[src/rtl/fetch_stage.sv]
// Instruction fetch stage.
// Owns the PC and issues one request at a time to instruction memory.
// Returned words are buffered with their PC in a 2-entry queue whose head
// feeds the issue register. A redirect flushes the queue, retargets the PC
// and squashes any wrong-path response still in flight.
module fetch_stage #(
  parameter int unsigned        ADDR_W      = 32,
  parameter int unsigned        INSTR_W     = 32,
  parameter int unsigned        INSTR_BYTES = 4,
  parameter logic [ADDR_W-1:0]  RESET_PC    = '0
) (
  input  logic               clk,
  input  logic               rst,
  input  logic               halt,
  input  logic               stall,
  input  logic               redirect_valid,
  input  logic [ADDR_W-1:0]  redirect_pc,
  output logic               imem_req,
  output logic [ADDR_W-1:0]  imem_addr,
  input  logic               imem_gnt,
  input  logic               imem_rvalid,
  input  logic [INSTR_W-1:0] imem_rdata,
  output logic               instr_valid,
  output logic [INSTR_W-1:0] instr,
  output logic [ADDR_W-1:0]  instr_pc
);

  typedef enum logic [1:0] {
    S_IDLE = 2'd0,  // no request on the bus
    S_REQ  = 2'd1,  // request presented, waiting for grant
    S_WAIT = 2'd2   // granted, waiting for read data
  } state_t;

  localparam logic [ADDR_W-1:0] PC_STEP = ADDR_W'(INSTR_BYTES);

  // Control state
  state_t             state_q;
  state_t             state_d;
  logic [ADDR_W-1:0]  pc_q;
  logic [ADDR_W-1:0]  issued_pc_q;  // PC of the request currently in flight
  logic               drop_q;       // in-flight response belongs to a squashed path

  // Queue state
  logic [INSTR_W-1:0] q_instr [2];
  logic [ADDR_W-1:0]  q_pc    [2];
  logic               rd_ptr_q;
  logic               wr_ptr_q;
  logic [1:0]         count_q;

  // Per-cycle decode
  logic               gnt;
  logic               rsp;
  logic               push;
  logic               pop;
  logic [1:0]         count_after;
  logic               credit_now;
  logic               credit_after;
  logic               head_valid;

  // Decode the memory handshake and queue occupancy for this cycle.
  always_comb begin
    gnt          = (state_q == S_REQ)  && imem_gnt;
    rsp          = (state_q == S_WAIT) && imem_rvalid;
    head_valid   = (count_q != 2'd0);
    pop          = head_valid && !stall;
    // A response is kept only if it is on the current path and no redirect
    // is flushing the queue on this same edge.
    push         = rsp && !drop_q && !redirect_valid;
    count_after  = count_q + {1'b0, push} - {1'b0, pop};
    // In IDLE nothing is outstanding, so credit is purely queue occupancy.
    credit_now   = (count_q < 2'd2);
    // Leaving WAIT the outstanding request has just retired, so credit is
    // judged on the occupancy after this edge's push and pop.
    credit_after = (count_after < 2'd2);
  end

  // State register.
  always_ff @(posedge clk or posedge rst) begin
    // NOTE: sequential state uses non-blocking assignments so every register
    // samples the pre-edge values regardless of block ordering.
    if (rst) begin
      state_q <= S_IDLE;
    end else begin
      state_q <= state_d;
    end
  end

  // Next-state logic; a redirect takes priority over every other transition.
  always_comb begin
    // NOTE: defaulting every combinational output first keeps this block free
    // of inferred latches on paths that do not assign it.
    state_d = state_q;
    case (state_q)
      S_IDLE: begin
        if (!halt && credit_now && !redirect_valid) begin
          state_d = S_REQ;
        end
      end
      S_REQ: begin
        if (redirect_valid) begin
          // Granted requests must still retire; ungranted ones are withdrawn.
          state_d = gnt ? S_WAIT : S_IDLE;
        end else if (gnt) begin
          state_d = S_WAIT;
        end
      end
      S_WAIT: begin
        if (rsp) begin
          if (redirect_valid) begin
            state_d = S_IDLE;
          end else if (!halt && credit_after) begin
            state_d = S_REQ;
          end else begin
            state_d = S_IDLE;
          end
        end
      end
      default: begin
        state_d = S_IDLE;
      end
    endcase
  end

  // Moore outputs: bus request from state, queue head from occupancy.
  always_comb begin
    imem_req    = (state_q == S_REQ);
    imem_addr   = pc_q;
    instr_valid = head_valid;
    instr       = head_valid ? q_instr[rd_ptr_q] : '0;
    instr_pc    = head_valid ? q_pc[rd_ptr_q]    : '0;
  end

  // PC, in-flight PC and squash flag.
  always_ff @(posedge clk or posedge rst) begin
    if (rst) begin
      pc_q        <= RESET_PC;
      issued_pc_q <= '0;
      drop_q      <= 1'b0;
    end else begin
      if (redirect_valid) begin
        pc_q <= redirect_pc;
      end else if (gnt) begin
        pc_q <= pc_q + PC_STEP;
      end

      if (gnt) begin
        issued_pc_q <= pc_q;
      end

      if (redirect_valid) begin
        // Squash a response that is still to come: either the request is
        // being granted now, or it was granted and its data has not arrived.
        // A response arriving on the redirect edge is discarded directly.
        drop_q <= gnt || ((state_q == S_WAIT) && !imem_rvalid);
      end else if (rsp) begin
        drop_q <= 1'b0;
      end
    end
  end

  // Queue pointers and occupancy; a redirect empties the queue.
  always_ff @(posedge clk or posedge rst) begin
    if (rst) begin
      rd_ptr_q <= 1'b0;
      wr_ptr_q <= 1'b0;
      count_q  <= 2'd0;
    end else if (redirect_valid) begin
      rd_ptr_q <= 1'b0;
      wr_ptr_q <= 1'b0;
      count_q  <= 2'd0;
    end else begin
      if (push) begin
        wr_ptr_q <= ~wr_ptr_q;
      end
      if (pop) begin
        rd_ptr_q <= ~rd_ptr_q;
      end
      count_q <= count_after;
    end
  end

  // Queue storage, written on push.
  always_ff @(posedge clk) begin
    // NOTE: the storage array has no reset; its contents are only observed
    // through the occupancy-gated head outputs, so stale data is never seen.
    if (push) begin
      q_instr[wr_ptr_q] <= imem_rdata;
      q_pc[wr_ptr_q]    <= issued_pc_q;
    end
  end

endmodule
[config.mk]
export PLATFORM = sky130hd
export DESIGN_NAME = fetch_stage
export DESIGN_NICKNAME = d
export VERILOG_FILES = /design/src/rtl/fetch_stage.sv
export SDC_FILE = /design/constraint.sdc
export NUM_CORES = 1
export LEC_CHECK = 0
export ABC_AREA = 1
export CELL_PAD_IN_SITES_DETAIL_PLACEMENT = 0
export CELL_PAD_IN_SITES_GLOBAL_PLACEMENT = 1
export CORE_MARGIN = 5
export CORE_UTILIZATION = 43
export DETAILED_ROUTE_END_ITERATION = 12
export PLACE_DENSITY_LB_ADDON = 0.1
export SLEW_MARGIN = 20
export SYNTH_ARGS = -nofsm -noshare
export SYNTH_HDL_FRONTEND = slang
export SYNTH_SLANG_ARGS = --single-unit
export TNS_END_PERCENT = 5
[constraint.sdc]
create_clock -name clk -period 11.5 [get_ports clk]
set_input_delay 1.15 -clock clk [delete_from_list [all_inputs] [get_ports clk]]
set_output_delay 1.15 -clock clk [all_outputs]
set_load 0.02 [all_outputs]
======== Yosys cells after proc, flatten, opt, wreduce, memory -nomap -nowiden ========
Memory sizes are Yosys's and may differ from the RTL's.
Cells that the tools add are included.
storage, ports and cells
  register bits ........................... 71
  RAM bits ................................ 128
  output and inout bits ................... 98
  memories kept ........................... 2
memory list
  memory   words  width  rd ports  clocked after memory_dff  write ports  line  source
  q_instr  2      32     1         0                         1            44    logic [INSTR_W-1:0] q_instr [2];
  q_pc     2      32     1         0                         1            45    logic [ADDR_W-1:0] q_pc [2];
cells by class
  $add $sub $neg .......................... 3
  magnitude comparators ................... 2
  eq/ne operators ......................... 5
  mux-type cells .......................... 21
  bitwise logic cells ..................... 2
  reductions and logical operators ........ 22
operators with widths
  operator                                                                  count
  32-bit two-way mux                                                        4
  32-bit by 3-bit adder with 32-bit output (second input constant)          1
  2-bit two-way mux                                                         6
  1-bit two-way mux                                                         10
  2-bit nonzero test                                                        5
  1-bit logical AND                                                         9
  2-bit one-hot mux with 3 select lines                                     1
  1-bit zero test                                                           5
  2-bit less-than comparator (second input constant)                        2
  2-bit inequality test (second input constant)                             2
  3-bit by 2-bit inequality test with 1-bit output (second input constant)  1
  3-bit AND reduction                                                       1
  2-bit by 1-bit adder with 2-bit output                                    1
  2-bit by 1-bit equality test with 1-bit output (second input constant)    1
  2-bit equality test (second input constant)                               1
  2-bit zero test                                                           1
  1-bit inverter                                                            2
  2-bit by 1-bit subtractor with 2-bit output                               1
  1-bit logical OR                                                          1

======== Logic depth before layout (Yosys ltp) ========
Gate-level depths: netlist of the first run.
  word-level depth ........................ 12
  depth in mapped cells ................... 14
  gate-level depth less buffers ........... 14

======== Worst setup path after synthesis of the first run ========
OpenSTA, ideal clock, no wires.
  kind .................................... input port to flip-flop
  from .................................... input redirect_valid
  to ...................................... memory q_instr[1][0], enable pin
  setup time .............................. 565 ps
  data arrival time ....................... 5864 ps
  data required time ...................... 10935 ps
  setup slack ............................. 5070 ps
  stages on the path ...................... 4
  buffers on the path ..................... 1
  cells stage by stage .................... buf_2 inv_1 nand2_1 nor3_1
on the way
  longest elaborated chain between the ends .. 4
RTL lines
  item                                     line  source
  start, declared                          16    input logic redirect_valid,
  1-bit zero test                          68    push = rsp && !drop_q && !redirect_valid;
  1-bit logical AND                        68
  1-bit two-way mux                        186   if (push) begin
  1-bit two-way mux (implied by the code)  187   q_instr[wr_ptr_q] <= imem_rdata;
  end, declared                            44
No other way between the ends.

======== Final worst setup path of the first run ========
  from .................................... register rd_ptr_q
  to ...................................... output instr_pc[16]
on the way
  longest elaborated chain between the ends .. 2
RTL lines
  item                    line  source
  start, declared         46    logic rd_ptr_q;
  start signal, assigned  176   rd_ptr_q <= ~rd_ptr_q;
  memory 2 x 32 bit       -
  32-bit two-way mux      130   instr_pc = head_valid ? q_pc[rd_ptr_q] : '0;
  end, declared           25    output logic [ADDR_W-1:0] instr_pc
No other way between the ends.

==> qor.csv, run 1 <==
metric,value,unit
outcome,"finished, final reports clean",
yosysWarnings,0,
hold_path.class,reg -> reg,
grt_overflow,0,
synth_seq_area_share,0.656,
clk_pin_slew_worst_paths,0.07,ns
slowest_delay,0.66,ns
dieArea,0.0229,mm2
power.density,206,mW/mm2
drt_pass1_iterations,5,
hold_start,issued_pc_q[6],
synth-edff-count,128,
synth.avg_cell_area,9.86,um2
die_h,151,um
r2r-start,count_q[1],
cts_tree,built,
rrSetupSlack,9.00,ns
ctsResizeCount,0,
finalMaxSlewViolations,0,
dpl-instance-area,0.0105,mm2
fin_tns_setup,0,ns
synth-async-reset-ratio,0.357,
drc,0,
crit_arrival,2.49,ns
drtIter0Drc,358,
critical_path_required,10.35,ns
gp_congestion,0.819,
hold_depth,0,
hold_violations,0,
std_cell_rows,51,
groute.usage.overall,0.190,
layout-drive-gt1-share,0.0643,
yosysTopAreaCell,edfxtp_1,
path_class,reg -> out,
r2r-end,state_q[0],
clockBufferDepth,2,
finalSetupViolCount,0,
reg2reg_depth,13,
cts_sinks,199,
ir_drop,0.000105,V
startpoint_type,flip-flop,
ant_nets,0,
cts_root_buf,clkbuf_16,
final_area,0.0111,mm2
slowest_stage,clkdlybuf4s50_1,
fillers,1772,
antenna_found_initial,0,
io_buffers,168,
tightest_slew,0.952,ns
synth_top_area_frac,0.448,
period_needed,3.64,ns
cts_setup_buffers,0,
io_pins,169,
grt_pass1_vias,6143,
nets,1103,
place_hpwl,13.8,mm
syn_inst,869,
clkLatencyLatePin,0.43,ns
cts_buffers,17,
grt_max_degree,72,
setup.worst_path.end_class,output port,
synthFlopType,edfxtp_1,
fmax,274,MHz
initial_core_util,0.439,
syn_nets,943,
slew_headroom,0.366,
cts_max_level,4,
min_to,q_pc[1][6],
viasPerCell,4.88,
finClkSkew,0.0116,ns
grt_pass1_wl,33.5,mm
syn-cell-area,0.00857,mm2
maxCapViolations,0,
syn_to_final_growth,29.1,%
num_vias,6377,
routed_wl,21.3,mm
wl_per_cell,16.3,um
yosys-top-cells-area,"edfxtp_1, dfrtp_1, nand2_1, a21oi_1, o21ai_0",
period_share,0.317,
cp_max_fo,64,
p_leak,4.37,nW
holdBufCountCts,0,
synth_seq_cells,199,
rsz0062_at_grt,no,
die_w,151,um
crit_chain,inv_2 -> buf_4 -> nand2_1 -> a21oi_1 -> clkdlybuf4s50_1,
core,0.0195,mm2
synth_cell_types,30,
antenna_cells,0,
flip-flops by register name, indices dropped and copies added, names as in the netlist:
signal	cells
count_q	2
drop_q	1
imem_addr	32
issued_pc_q	32
q_instr	64
q_pc	64
rd_ptr_q	1
state_q	2
wr_ptr_q	1
cells in the mapped netlist (all sizes together) (2+ instances only):
cell,number
buf,23
ha,3
nand3,48
edfxtp,128
a21oi,70
dfrtp,71
nand2,317
nand4,3
or2,2
o21ai,60
clkbuf,12
nor2,54
inv,66
xor2,4
kinds of logic after synthesis:
logic type	after synthesis	share of synthesized area
AO/OA/AOI/OAI	134	0.0793
XOR/XNOR	5	0.00511
adder cells (fa/ha/maj)	3	0.00438
buffers and inverters	102	0.0491
flip-flops	199	0.656
AND/OR/NAND/NOR	426	0.206
cell type report:
type	count	area, um2	share of cell area
clock inverter	15	143	0.0129
sequential	199	5620	0.508
multi-input combinational	568	2550	0.230
timing repair buffer	176	1740	0.157
clock buffer	17	425	0.0384
inverter	67	251	0.0227
tap	265	332	0.0300
worst max-delay path, delay by kind of cell, from the launching register on:
| family | cells | cell delay (ns) |
|---|---|---|
| compound gates | 1 | 0.26 |
| buf+inv | 3 | 1.24 |
| flops | 1 | 0.41 |
| simple gates | 1 | 0.11 |
cells in the final DEF (no fill, tap or decap), drive strengths merged:
master         synthesis  layout
clkinv                 1       5
buf                   23       8
nand4                  3       3
o22ai                  1       1
xor2                   4       4
clkdlybuf4s50          0     168
a31oi                  1       1
edfxtp               128     128
xnor2                  1       1
ha                     3       3
bufinv                 0       1
dfrtp                 71      71
nand2                317     317
nor3                   1       1
o21ai                 60      60
o21bai                 1       1
a21oi                 70      70
nand3                 48      48
nand3b                 1       1
clkbuf                12      17
or2                    2       2
inv                   66      72
nor2                  54      54
clkinvlp               0       4
o221ai                 1       1
per-layer routing:
metal	GRT usage	part of all wire	wire length [um]	up-vias
met5	0	0	0	-
met2	0.297	0.46	9890	172
met3	0.0428	0.067	1430	20
met4	0.0539	0.011	230	0
li1	-	-	-	3189
met1	0.270	0.46	9770	2996
worst max path at each step:
stage | startpoint | to | slack [ns] | cells after the start
floorplan | redirect_valid | q_instr[1][0] | 5.07 | 4
global placement | redirect_valid | q_instr[1][23] | 7.93 | 6
detailed placement | redirect_valid | q_instr[1][23] | 7.91 | 6
CTS | rd_ptr_q | instr_pc[16] | 7.80 | 5
global route | rd_ptr_q | instr_pc[9] | 7.67 | 5
finish | rd_ptr_q | instr_pc[16] | 7.86 | 5
power breakdown:
part | leakage, nW | switching (mW) | total, mW | internal, mW
Combinational | 2.06 | 0.454 | 0.742 | 0.288
Sequential | 2.04 | 0.0852 | 0.967 | 0.882
Clock | 0.267 | 0.268 | 0.571 | 0.303
Total | 4.37 | 0.807 | 2.28 | 1.47
metrics by stage:
stage,setup WS (ns),instances,utilization,hold WS [ns],power [mW]
6_report,7.86,1307,0.567,0.469,2.28
5_1_grt,7.67,1307,0.567,0.484,2.41
4_1_cts,7.80,1307,0.567,0.469,2.31
3_5_place_dp,7.91,1275,0.538,0.452,1.74
3_3_place_gp,7.93,1275,0.538,0.450,1.72
2_1_floorplan,5.07,869,-,0.442,1.38
No activity file was read; power rests on OpenSTA's default activity.
==> inputs of run 2 (changes only) <==
- CORE_UTILIZATION: 43 -> 36
- clock period: 11.5 -> 3.2 ns (I/O delays scaled with it)
==> run 2 against run 1 <==
  * Non-clock buffer count increased by 10
  * Global-route usage decreased by 2.4 points
  * Register-to-register slack worse by 8.1 ns
  * Routed wire length increased by 5.0%
  * Sequential share of layout area down 1.2 points
  * Combinational power rose to 3.7 times the previous value
  * Core utilization is 8.4 points lower
  * Via count down 0.67%
  * Worst hold slack lost 0.28 ns
  * Power grew to 3.7 times the previous value
  * Die area increased by 18%
==> qor.csv, run 2 (same netlist as run 1, synthesis figures left out) <==
metric,value,unit,change
dieArea,0.0270,mm2,was 0.0229 mm2
grt_pass1_wl,35.0,mm,was 33.5 mm
routed_wl,22.4,mm,was 21.3 mm
gp_congestion,0.805,,was 0.819
finClkSkew,0.0132,ns,was 0.0116 ns
io_buffers,168,,unchanged
dpl-instance-area,0.0107,mm2,was 0.0105 mm2
startpoint_type,flip-flop,,unchanged
grt_pass1_vias,6254,,was 6143
r2r-start,count_q[1],,unchanged
nets,1113,,was 1103
cts_max_level,4,,unchanged
ctsResizeCount,0,,unchanged
holdBufCountCts,0,,unchanged
syn_to_final_growth,32.1,%,was 29.1%
crit_arrival,2.49,ns,about the same
final_core_util,0.482,,was 0.567
num_vias,6334,,was 6377
clkLatencyLatePin,0.42,ns,was 0.43 ns
maxCapViolations,0,,unchanged
period_share,0.878,,
drtIter0Drc,353,,was 358
p_leak,4.48,nW,was 4.37 nW
period_needed,2.81,ns,
hold_violations,0,,unchanged
clockBufferDepth,2,,unchanged
initial_core_util,0.365,,was 0.439
die_w,164,um,was 151 um
ir_drop,0.000352,V,was 0.000105 V
final_common_cell,nand2_1,,unchanged
layout-drive-gt1-share,0.0722,,was 0.0643
drt_pass1_iterations,4,,was 5
finalSetupViolCount,0,,unchanged
antenna_found_initial,0,,unchanged
cts_sinks,199,,unchanged
cts_tree,built,,unchanged
critical_path_required,2.88,ns,was 10.35 ns
io_pins,169,,unchanged
cts_buffers,17,,unchanged
multi_input_area,0.00256,mm2,was 0.00255 mm2
groute.usage.overall,0.167,,was 0.190
std_cell_rows,56,,was 51
core,0.0235,mm2,was 0.0195 mm2
fin_ws,0.391,ns,was 7.86 ns
viasPerCell,4.62,,was 4.88
ant_nets,0,,unchanged
hold_path.class,in -> async,,was reg -> reg
post-place-ws,0.761,ns,was 7.91 ns
antenna_cells,0,,unchanged
wl_per_cell,16.3,um,about the same
die_h,164,um,was 151 um
cp_max_fo,26,,was 64
finalMaxSlewViolations,0,,unchanged
outcome,"finished, final reports clean",,unchanged
setup.worst_path.end_class,output port,,unchanged
reg2reg_depth,12,,was 13
tightest_slew,0.693,ns,was 0.952 ns
seqCellArea,0.00562,mm2,unchanged
slew_headroom,0.537,,was 0.366
grt_overflow,0,,unchanged
final_area,0.0113,mm2,was 0.0111 mm2
clk_pin_slew_worst_paths,0.07,ns,about the same
drc,0,,unchanged
reg_top3,"q_instr x64, q_pc x64",,unchanged
fillers,2254,,was 1772
rsz0062_at_grt,no,,unchanged
cts_root_buf,clkbuf_16,,unchanged
fin_tns_setup,0,ns,unchanged
path_class,reg -> out,,unchanged
grt_max_degree,48,,was 72
critPathLaunch,rd_ptr_q,,unchanged
power.density,752,mW/mm2,was 206 mW/mm2
place_hpwl,15.9,mm,was 13.8 mm
layout_common_cells,"nand2_1, clkdlybuf4s50_1, edfxtp_1",,unchanged
fmax,356,MHz,
cts_setup_buffers,0,,unchanged
-- run 2: stage by stage --
| step | std cells | hold slack, ns | total power, mW |
|---|---|---|---|
| floorplan | 869 | 0.419 | 4.97 |
| global placement | 1339 | 0.452 | 6.28 |
| detailed placement | 1339 | 0.463 | 6.32 |
| CTS | 1371 | 0.186 | 8.63 |
| global route | 1371 | 0.212 | 9.01 |
| finish | 1371 | 0.193 | 8.52 |
-- run 2: path summary, 6_finish.rpt --
path                             endpoint  slack, ns
max                             instr[25]       0.39
min                          imem_addr[3]       0.19
max reg2reg                    state_q[0]       0.90
min reg2reg                    q_pc[1][8]       0.47
max in group asynchronous  issued_pc_q[8]       2.36
min in group clk            imem_addr[11]       0.47
-- run 2: layer usage --
metal,GRT usage,wire [um],up-vias
li1,-,-,3213
met1,0.236,10600,2991
met2,0.266,10500,123
met3,0.0374,1160,7
met4,0.0313,154,0
met5,0,0,-
-- run 2: area by class of cell --
cell class              instances  area share
inverters                      67      0.0222
multi-input cells             568       0.226
clock inverters                11      0.0137
well taps                     319      0.0353
clock buffers                  21      0.0427
repair buffers                186       0.164
flip-flops and latches        199       0.497
-- run 2: where the power goes --
group / switching [mW] / total (mW) / internal, mW
clock network: 0.950 / 2.29 / 1.34
registers: 0.349 / 3.52 / 3.17
logic: 1.62 / 2.71 / 1.09
-- run 2: worst max-delay path, stage by stage, from the launching register on --
cell             delay [ns]
dfrtp_2                0.52
inv_2                  0.42
buf_4                  0.30
nand2_1                0.07
a21oi_1                0.13
clkdlybuf4s50_1        0.63
==> inputs of run 3 (changes only) <==
- ABC_CLOCK_PERIOD_IN_PS: default -> 3200
- CTS_BUF_LIST: default -> sky130_fd_sc_hd__clkbuf_16
==> run 3 against run 2 <==
  * Non-clock buffer count did not move
  * Core utilization did not move
  * Via count barely moved
  * Setup slack got worse by 0.0026 ns
  * Global-route usage did not move
  * Count of clock-buffer cells in the layout fell by 2
  * Clock skew did not move
  * Cell count did not move
  * Sequential power barely moved
  * Register-to-register slack barely moved
  * Cell area did not move
  * Clock power barely moved
==> qor.csv, run 3 (same netlist as run 1, synthesis figures left out) <==
metric,value,unit,change
clockBufferDepth,2,,unchanged
initial_core_util,0.365,,unchanged
critical_path_required,2.88,ns,about the same
cts_tree,built,,unchanged
core,0.0235,mm2,unchanged
gp_congestion,0.805,,unchanged
layout-drive-gt1-share,0.0722,,unchanged
reg_top3,"q_instr x64, q_pc x64",,unchanged
route.met2.wl,10.4,mm,was 10.5 mm
final_common_cell,nand2_1,,unchanged
drtIter0Drc,353,,unchanged
critical_path.top_delay_family,buffers and inverters,,unchanged
std_cell_rows,56,,unchanged
cts_max_level,4,,unchanged
outcome,"finished, final reports clean",,unchanged
crit_arrival,2.49,ns,about the same
final_core_util,0.482,,unchanged
cts_setup_buffers,0,,unchanged
period_share,0.879,,was 0.878
die_w,164,um,unchanged
die_h,164,um,unchanged
maxCapViolations,0,,unchanged
grt_pass1_wl,35.0,mm,unchanged
viasPerCell,4.62,,about the same
power.density,752,mW/mm2,about the same
clkLatencyLatePin,0.42,ns,about the same
wl_per_cell,16.3,um,about the same
finalSetupViolCount,0,,unchanged
num_vias,6331,,was 6334
io_pins,169,,unchanged
finClkSkew,0.0132,ns,unchanged
grt_pass1_vias,6254,,unchanged
slowest_stage,clkdlybuf4s50_1,,unchanged
ir_drop,0.000352,V,about the same
grt_overflow,0,,unchanged
slowest_delay,0.63,ns,about the same
dr_wl_met3,1.20,mm,was 1.16 mm
crit_chain,inv_2 -> buf_4 -> nand2_1 -> a21oi_1 -> clkdlybuf4s50_1,,unchanged
setup.worst_path.end_class,output port,,unchanged
slew_headroom,0.538,,was 0.537
rrSetupSlack,0.90,ns,about the same
dieArea,0.0270,mm2,unchanged
r2r-end,state_q[0],,unchanged
grt_max_degree,48,,unchanged
clk_pin_slew_worst_paths,0.07,ns,about the same
wl_met1,10.6,mm,about the same
antenna_found_initial,0,,unchanged
reg2reg_depth,12,,unchanged
dpl-instance-area,0.0107,mm2,unchanged
drc,0,,unchanged
routed_wl,22.4,mm,about the same
top_layer,met4,,unchanged
io_buffers,168,,unchanged
place_hpwl,15.9,mm,unchanged
fmax,356,MHz,about the same
p_leak,4.49,nW,was 4.48 nW
hold_path.class,in -> async,,unchanged
layout_common_cells,"nand2_1, clkdlybuf4s50_1, edfxtp_1",,unchanged
final_area,0.0113,mm2,unchanged
syn_to_final_growth,32.1,%,unchanged
ctsResizeCount,0,,unchanged
nets,1113,,unchanged
fin_tns_setup,0,ns,unchanged
cp_max_fo,26,,unchanged
cts_sinks,199,,unchanged
finalMaxSlewViolations,0,,unchanged
ant_nets,0,,unchanged
holdBufCountCts,0,,unchanged
groute.usage.overall,0.167,,unchanged
hold_violations,0,,unchanged
drt_pass1_iterations,4,,unchanged
path_class,reg -> out,,unchanged
tightest_slew,0.691,ns,was 0.693 ns
cts_buffers,17,,unchanged
antenna_cells,0,,unchanged
r2r-start,count_q[1],,unchanged
period_needed,2.81,ns,about the same
startpoint_type,flip-flop,,unchanged
cts_root_buf,clkbuf_16,,unchanged
path_buf_inv,3,,unchanged
critPathLaunch,rd_ptr_q,,unchanged
rsz0062_at_grt,no,,unchanged
==> run 3: power breakdown <==
group / internal (mW) / switching (mW) / leakage, nW / total [mW]
clock: 1.33 / 0.952 / 0.318 / 2.29
sequential: 3.17 / 0.349 / 2.04 / 3.52
combinational: 1.09 / 1.62 / 2.13 / 2.71
total: 5.59 / 2.92 / 4.49 / 8.51
==> run 3: cell type report <==
| cell class | instances | area (um2) |
|---|---|---|
| clock inverter | 13 | 163 |
| fill | 2254 | 12200 |
| multi-input combinational | 568 | 2560 |
| sequential | 199 | 5620 |
| inverter | 67 | 251 |
| timing repair buffer | 186 | 1850 |
| tap | 319 | 399 |
| clock buffer | 19 | 475 |
==> run 3: per-stage QoR <==
| stage | worst slack, ns | hold WS [ns] | power, mW | instances |
|---|---|---|---|---|
| after global placement | 0.788 | 0.452 | 6.28 | 1339 |
| after floorplan | 0.242 | 0.419 | 4.97 | 869 |
| final | 0.389 | 0.193 | 8.51 | 1371 |
| after global routing | 0.190 | 0.212 | 9.01 | 1371 |
| after detailed placement | 0.761 | 0.463 | 6.32 | 1339 |
| after CTS | 0.303 | 0.186 | 8.63 | 1371 |
==> run 3: worst max-delay path by stage <==
stage / cells after the start / slack, ns / end
floorplan: 5 / 0.24 / q_instr[0][0]
global placement: 5 / 0.79 / instr_pc[8]
detailed placement: 5 / 0.76 / instr_pc[5]
CTS: 5 / 0.30 / instr_pc[5]
global route: 5 / 0.19 / instr[25]
finish: 5 / 0.39 / instr[25]
==> run 3: layer usage <==
| layer | vias up | track usage |
|---|---|---|
| met5 | - | 0 |
| li1 | 3212 | - |
| met2 | 127 | 0.266 |
| met4 | 0 | 0.0313 |
| met3 | 7 | 0.0374 |
| met1 | 2985 | 0.236 |
